--- src/rtl/fetch_sequencer.sv ---
`default_nettype none
// ============================================================================
// Module      : fetch_sequencer
// Description : Program-counter and sequencing stage feeding the control
//               decoder. Holds the ROM address (ProgCtr) and the per-
//               instruction decode context (mode, previous instruction,
//               compare flags), applies the decoder's branch / mode / halt
//               outputs every clock, and runs a Start/Ack handshake.
// Revision    : 1.0 - initial release
// ----------------------------------------------------------------------------
// Optional feature macro: FETCH_PERF_EN
//   defined   -> adds CycleCnt / BranchCnt saturating performance counters
//   undefined -> counters and their ports are absent
// ----------------------------------------------------------------------------
// Parameters:
//   PC_W      program counter width (>= 9)
//   RESET_PC  PC loaded on reset and on every program start
// Ports:
//   Clk, Reset          clock (rising edge), synchronous active-high reset
//   Start               start/abort request (level)
//   Stall               freeze all RUN state this cycle
//   BranchEn/Target     decoder branch request, absolute 9-bit destination
//   NextState           decoder mode for the next instruction
//   PrevInstructionIn   instruction word the decoder wants retained
//   CMPBitsIn/LoadEn    new compare flags {zero, equal, gt} and load strobe
//   Ack                 decoder signals end of program
//   ProgCtr             instruction ROM address
//   CurrState           decode mode (00 reg, 01 target, 10 imm, 11 unused)
//   PrevInstruction     retained instruction
//   CMPBits             retained compare flags
//   Running / Done      registered decodes of RUN / HALT
//   CycleCnt/BranchCnt  (FETCH_PERF_EN only) non-stalled RUN cycles, branches
// ============================================================================
module fetch_sequencer #(
    parameter int unsigned PC_W     = 10,
    parameter int unsigned RESET_PC = 0
) (
    input  logic            Clk,
    input  logic            Reset,
    input  logic            Start,
    input  logic            Stall,
    input  logic            BranchEn,
    input  logic [8:0]      BranchTarget,
    input  logic [1:0]      NextState,
    input  logic [8:0]      PrevInstructionIn,
    input  logic [2:0]      CMPBitsIn,
    input  logic            CMPLoadEn,
    input  logic            Ack,
    output logic [PC_W-1:0] ProgCtr,
    output logic [1:0]      CurrState,
    output logic [8:0]      PrevInstruction,
    output logic [2:0]      CMPBits,
    output logic            Running,
    output logic            Done
`ifdef FETCH_PERF_EN
    ,
    output logic [15:0]     CycleCnt,
    output logic [15:0]     BranchCnt
`endif
);

    typedef enum logic [1:0] {
        ST_IDLE  = 2'd0,
        ST_ARMED = 2'd1,
        ST_RUN   = 2'd2,
        ST_HALT  = 2'd3
    } state_t;

    localparam logic [PC_W-1:0] c_reset_pc = PC_W'(RESET_PC);
    localparam logic [PC_W-1:0] c_pc_one   = PC_W'(1);

    state_t          state_q;
    logic [PC_W-1:0] prog_ctr_q;
    logic [1:0]      curr_state_q;
    logic [8:0]      prev_instr_q;
    logic [2:0]      cmp_bits_q;
    logic            running_q;
    logic            done_q;

    // A non-stalled RUN cycle: the only cycle type in which RUN may act.
    logic w_run_active;
    // Any transition into ARMED (from IDLE, an aborted RUN, or HALT).
    logic w_enter_armed;
    // Next sequential PC; the branch target is zero-extended to PC_W.
    logic [PC_W-1:0] w_pc_next;

    always_comb begin
        w_run_active  = (state_q == ST_RUN) && !Stall;
        w_enter_armed = ((state_q == ST_IDLE) && Start) ||
                        (w_run_active && Start) ||
                        ((state_q == ST_HALT) && Start);
        w_pc_next     = BranchEn ? PC_W'(BranchTarget) : (prog_ctr_q + c_pc_one);
    end

    // ------------------------------------------------------------------------
    // Sequencing FSM with registered outputs. Running/Done are loaded with
    // the decode of the state being entered so they line up with state_q.
    // ------------------------------------------------------------------------
    always_ff @(posedge Clk) begin
        if (Reset) begin
            state_q      <= ST_IDLE;
            prog_ctr_q   <= c_reset_pc;
            curr_state_q <= 2'b00;
            prev_instr_q <= 9'd0;
            cmp_bits_q   <= 3'b000;
            running_q    <= 1'b0;
            done_q       <= 1'b0;
        end else if (w_enter_armed) begin
            // Program (re)start: rewind PC and wipe the decode context.
            state_q      <= ST_ARMED;
            prog_ctr_q   <= c_reset_pc;
            curr_state_q <= 2'b00;
            prev_instr_q <= 9'd0;
            cmp_bits_q   <= 3'b000;
            running_q    <= 1'b0;
            done_q       <= 1'b0;
        end else begin
            unique case (state_q)
                ST_IDLE: begin
                    // Waiting for Start; handled by w_enter_armed.
                end
                ST_ARMED: begin
                    prog_ctr_q   <= c_reset_pc;
                    curr_state_q <= 2'b00;
                    prev_instr_q <= 9'd0;
                    cmp_bits_q   <= 3'b000;
                    // Launch on the first cycle Start is released.
                    if (!Start) begin
                        state_q   <= ST_RUN;
                        running_q <= 1'b1;
                    end
                end
                ST_RUN: begin
                    // Stall freezes everything; Start was handled above.
                    if (!Stall) begin
                        if (Ack) begin
                            // Ack wins over a simultaneous branch: PC and
                            // context are frozen for inspection in HALT.
                            state_q   <= ST_HALT;
                            running_q <= 1'b0;
                            done_q    <= 1'b1;
                        end else begin
                            prog_ctr_q   <= w_pc_next;
                            curr_state_q <= NextState;
                            prev_instr_q <= PrevInstructionIn;
                            if (CMPLoadEn) begin
                                cmp_bits_q <= CMPBitsIn;
                            end
                        end
                    end
                end
                ST_HALT: begin
                    // Hold until Start re-arms (w_enter_armed).
                end
                default: begin
                    state_q   <= ST_IDLE;
                    running_q <= 1'b0;
                    done_q    <= 1'b0;
                end
            endcase
        end
    end

    assign ProgCtr         = prog_ctr_q;
    assign CurrState       = curr_state_q;
    assign PrevInstruction = prev_instr_q;
    assign CMPBits         = cmp_bits_q;
    assign Running         = running_q;
    assign Done            = done_q;

`ifdef FETCH_PERF_EN
    // ------------------------------------------------------------------------
    // Saturating performance counters. The abort cycle (Start in RUN) is
    // a non-stalled RUN cycle but lands in ARMED, so the clear wins.
    // ------------------------------------------------------------------------
    logic [15:0] cycle_cnt_q;
    logic [15:0] branch_cnt_q;

    always_ff @(posedge Clk) begin
        if (Reset || w_enter_armed) begin
            cycle_cnt_q  <= 16'd0;
            branch_cnt_q <= 16'd0;
        end else if (w_run_active) begin
            if (cycle_cnt_q != 16'hFFFF) begin
                cycle_cnt_q <= cycle_cnt_q + 16'd1;
            end
            if (BranchEn && !Ack && (branch_cnt_q != 16'hFFFF)) begin
                branch_cnt_q <= branch_cnt_q + 16'd1;
            end
        end
    end

    assign CycleCnt  = cycle_cnt_q;
    assign BranchCnt = branch_cnt_q;
`endif

endmodule
`default_nettype wire

--- config.mk ---
export PLATFORM = sky130hd
export DESIGN_NAME = fetch_sequencer
export DESIGN_NICKNAME = d
export VERILOG_FILES = /design/src/rtl/fetch_sequencer.sv
export SDC_FILE = /design/constraint.sdc
export NUM_CORES = 1
export LEC_CHECK = 0
export BUFFER_PORTS_ARGS = -buffer_cell sky130_fd_sc_hd__buf_2
export CORE_MARGIN = 3
export CORE_UTILIZATION = 35
export DETAILED_ROUTE_END_ITERATION = 12
export PLACE_DENSITY = 0.73
export SETUP_SLACK_MARGIN = 0.5
export SLEW_MARGIN = 10
export SYNTH_ARGS = -nofsm -noshare
export SYNTH_HDL_FRONTEND = slang
export SYNTH_SLANG_ARGS = --single-unit
--- constraint.sdc ---
create_clock -name Clk -period 1.6 [get_ports Clk]
set_clock_uncertainty 0.2 [all_clocks]
set_input_delay 0.32 -clock Clk [delete_from_list [all_inputs] [get_ports Clk]]
set_output_delay 0.32 -clock Clk [all_outputs]
set_load 0.05 [all_outputs]
==> flow_summary.yaml <==
clock_network:
  cts_sinks: 28
  cts_root_buffer: "clkbuf_8"
  clk_pin_slew_ns: 0.09
  cts_tree: "yes"
  htree_num_levels: 1
  clock_path_buffers: 2
  cts-hold-fix-buffers: 0
  cts_buffers: 3
  clock_latency_ns: 0.28
cells_and_area:
  antenna_cells: 0
  area_delta_synth_final_pct: 90.9
  final_net_count: 277
  multi_input_area_sq_um: 847
  drive_above_1_share_pct: 65.3
  num-fill-cells: 250
  final_area_sq_um: 2450
  seq_area_sq_um: 621
floorplan:
  initial_core_util_pct: 37.3
  row_count: 21
  die_area_sq_um: 4430
  io_pins: 56
  core_sq_um: 3440
  fp.dieW_um: 66.6
  die_y_um: 66.6
power:
  power.leakage_nw: 0.974
  peakVddDrop_uv: 315
  finalPower_mw: 1.33
  power.density_nw_per_um2: 543
synthesis:
  synth_nets: 188
  ys_ff_latch: 28
  ys.flop_type: "dfxtp_1"
  syn-cell-area_sq_um: 1280
  yosysSeqAreaShare_pct: 43.7
  synthDistinctLibCells: 32
  synth_top_area_share_pct: 43.7
  netlist_instances: 157
  yosys-top-cells-count: "dfxtp_1 (28), nor2_1 (27), o21ai_0 (16)"
  yosysTopAreaCell: "dfxtp_1"
  syn_avg_cell_area_sq_um: 8.18
  postSynth.asyncResetShare_pct: 0
  yosysMostFrequentCell: "dfxtp_1"
  synth_area_leaders: "dfxtp_1 (44%), a22oi_1 (8.8%), nor2_1 (7.9%), o21ai_0 (6.2%), a21oi_1 (3.9%)"
  synth-edff-count: 0
  yosysWarnings: 0
global_route:
  grtUsageTotal_pct: 18.8
  grt_max_degree: 18
  grt_pass1_wl_um: 6480
  grt_overflow: 0
  antenna_found_initial: 0
  grt_pass1_vias: 1443
placement:
  dpl_worst_slack_ns: -0.190
  hpwl_um: 2610
  postPlaceCellArea_sq_um: 1840
  portBuffers: 55
  place_congestion: 0.868
sta:
  whs_ns: 0.0464
  postLayoutSetupSlackWorst_ns: 0.0401
  rsz0062_at_grt: "true"
  max_freq_mhz: 641
  max_slew.worst_pin.slew_ns: 0.468
  hold_viol_final: 0
  slew_viol_final: 0
  totalNegativeSetupSlack_ns: 0
  slew_headroom_pct: 68.5
  timing.final.crit_share_pct: 97.5
  fin_crit_ns: 1.56
  setup_violations: 0
routing:
  dr_wl_met2_um: 2160
  routed_wl_um: 4190
  drc_errors: 0
  wl_per_cell_um: 14.4
  via_count: 1531
  wirelength_met1_um: 1680
  ant_nets: 0
  drtIter0Drc: 126
  wl_met3_um: 274
  first_pass_iters: 4
  viasPerCell: 5.26
  top_layer: "met4"
hold_path:
  hp-class: "input port to register"
  hp-start: "CMPBitsIn[1]"
run_status:
  status: "completed"
worst_setup_path:
  regToRegStartpoint: "ProgCtr[1]$_SDFFE_PP0P_"
  worst-setup-path-type: "register to register"
  cp_slowest_cell: "dfxtp_4"
  worst_setup_path_start_kind: "register"
  startpoint: "ProgCtr[1]$_SDFFE_PP0P_"
  cp_slowest_stage_delay_ns: 0.41
  critPathMaxFanout: 5
  endpoint_kind: "register"
  crit_chain: "ha_4 > nand3_4 > o41ai_1 > nand2_1 > a21oi_2"
  cp.arrival_ns: 1.58
  crit_required_ns: 1.62
run:
  max-cap-violations: 0
[report_power, final]
group	total, mW	switching, mW	leakage, nW	internal (mW)
combinational	0.195	0.102	0.702	0.0930
sequential	0.689	0.00449	0.243	0.685
clock	0.447	0.226	0.0288	0.221
total	1.33	0.332	0.974	0.998
[critical path: cells and delay by family, from the launching register on]
family	cells	cell delay, ns
AO/OA/AOI/OAI	2	0.49
adder cells (fa/ha/maj)	1	0.16
AND/OR/NAND/NOR	2	0.23
flip-flops	1	0.41
[cells by family after synthesis]
kind of cell | count (synthesis) | share of synthesized area (%)
adders and majority gates | 1 | 0.975
and+or+nand+nor | 61 | 22.6
muxes | 1 | 0.877
AOI/OAI and AO/OA | 54 | 27.1
DFF | 28 | 43.7
xor gates and xnor gates | 1 | 0.682
buffers and inverters | 11 | 4.09
[sequential cells by signal, summed over array words and instances (netlist names)]
name and cells:
CurrState 2, ProgCtr 10, PrevInstruction 9, state_q 2, CMPBits 3, Done 1, Running 1
[stage by stage]
step | std cells | util [%]
after floorplan | 157 | -
after global placement | 264 | 53.6
after detailed placement | 264 | 53.6
after CTS | 284 | 67.2
after global routing | 291 | 71.2
final | 291 | 71.2
[layout by cell type, fill, tap and decap left out, drive strengths merged]
master,netlist,final
a21oi,10,10
a22oi,15,15
a31o,1,1
a31oi,3,3
a32o,3,3
a32oi,1,1
and2,2,2
and3,1,1
buf,5,94
clkbuf,5,4
clkinvlp,0,1
dfxtp,28,28
ha,1,1
mux2,1,1
nand2,13,13
nand2b,1,1
nand3,4,4
nand3b,2,2
nand4,1,1
nor2,27,27
nor2b,3,3
nor3,5,5
nor4b,1,1
o21a,1,1
o21ai,16,16
o22ai,1,1
o31a,1,1
o31ai,1,1
o41ai,1,1
or3,1,1
xnor2,1,1
[path summary, 6_finish.rpt]
check,slack (ns),end,cells after the start
hold / removal,0.05,CMPBits[1]$_SDFFE_PP0P_,2
setup reg to reg,0.04,ProgCtr[6]$_SDFFE_PP0P_,5
hold reg to reg,0.29,Running$_SDFFE_PP0P_,2
setup / recovery,0.04,ProgCtr[6]$_SDFFE_PP0P_,5
[per-layer routing]
layer | global-route usage, % | vias to the layer above
li1 | - | 751
met1 | 22.3 | 718
met2 | 32.5 | 55
met3 | 4.22 | 7
met4 | 7.61 | 0
met5 | 0 | -
[final cells by class]
| type | count | area share, % |
|---|---|---|
| repair buffers | 94 | 35.2 |
| inverters | 1 | 0.306 |
| flip-flops and latches | 28 | 25.3 |
| well taps | 46 | 2.35 |
| multi-input cells | 118 | 34.6 |
| clock buffers | 4 | 2.25 |
[repair_timing]
action	4_1_cts	5_1_grt
pin swaps	7	2
resized for setup	90	24
setup buffers	16	7
endpoints found under the setup margin	53	54
Power figures use the tool's default switching activity.
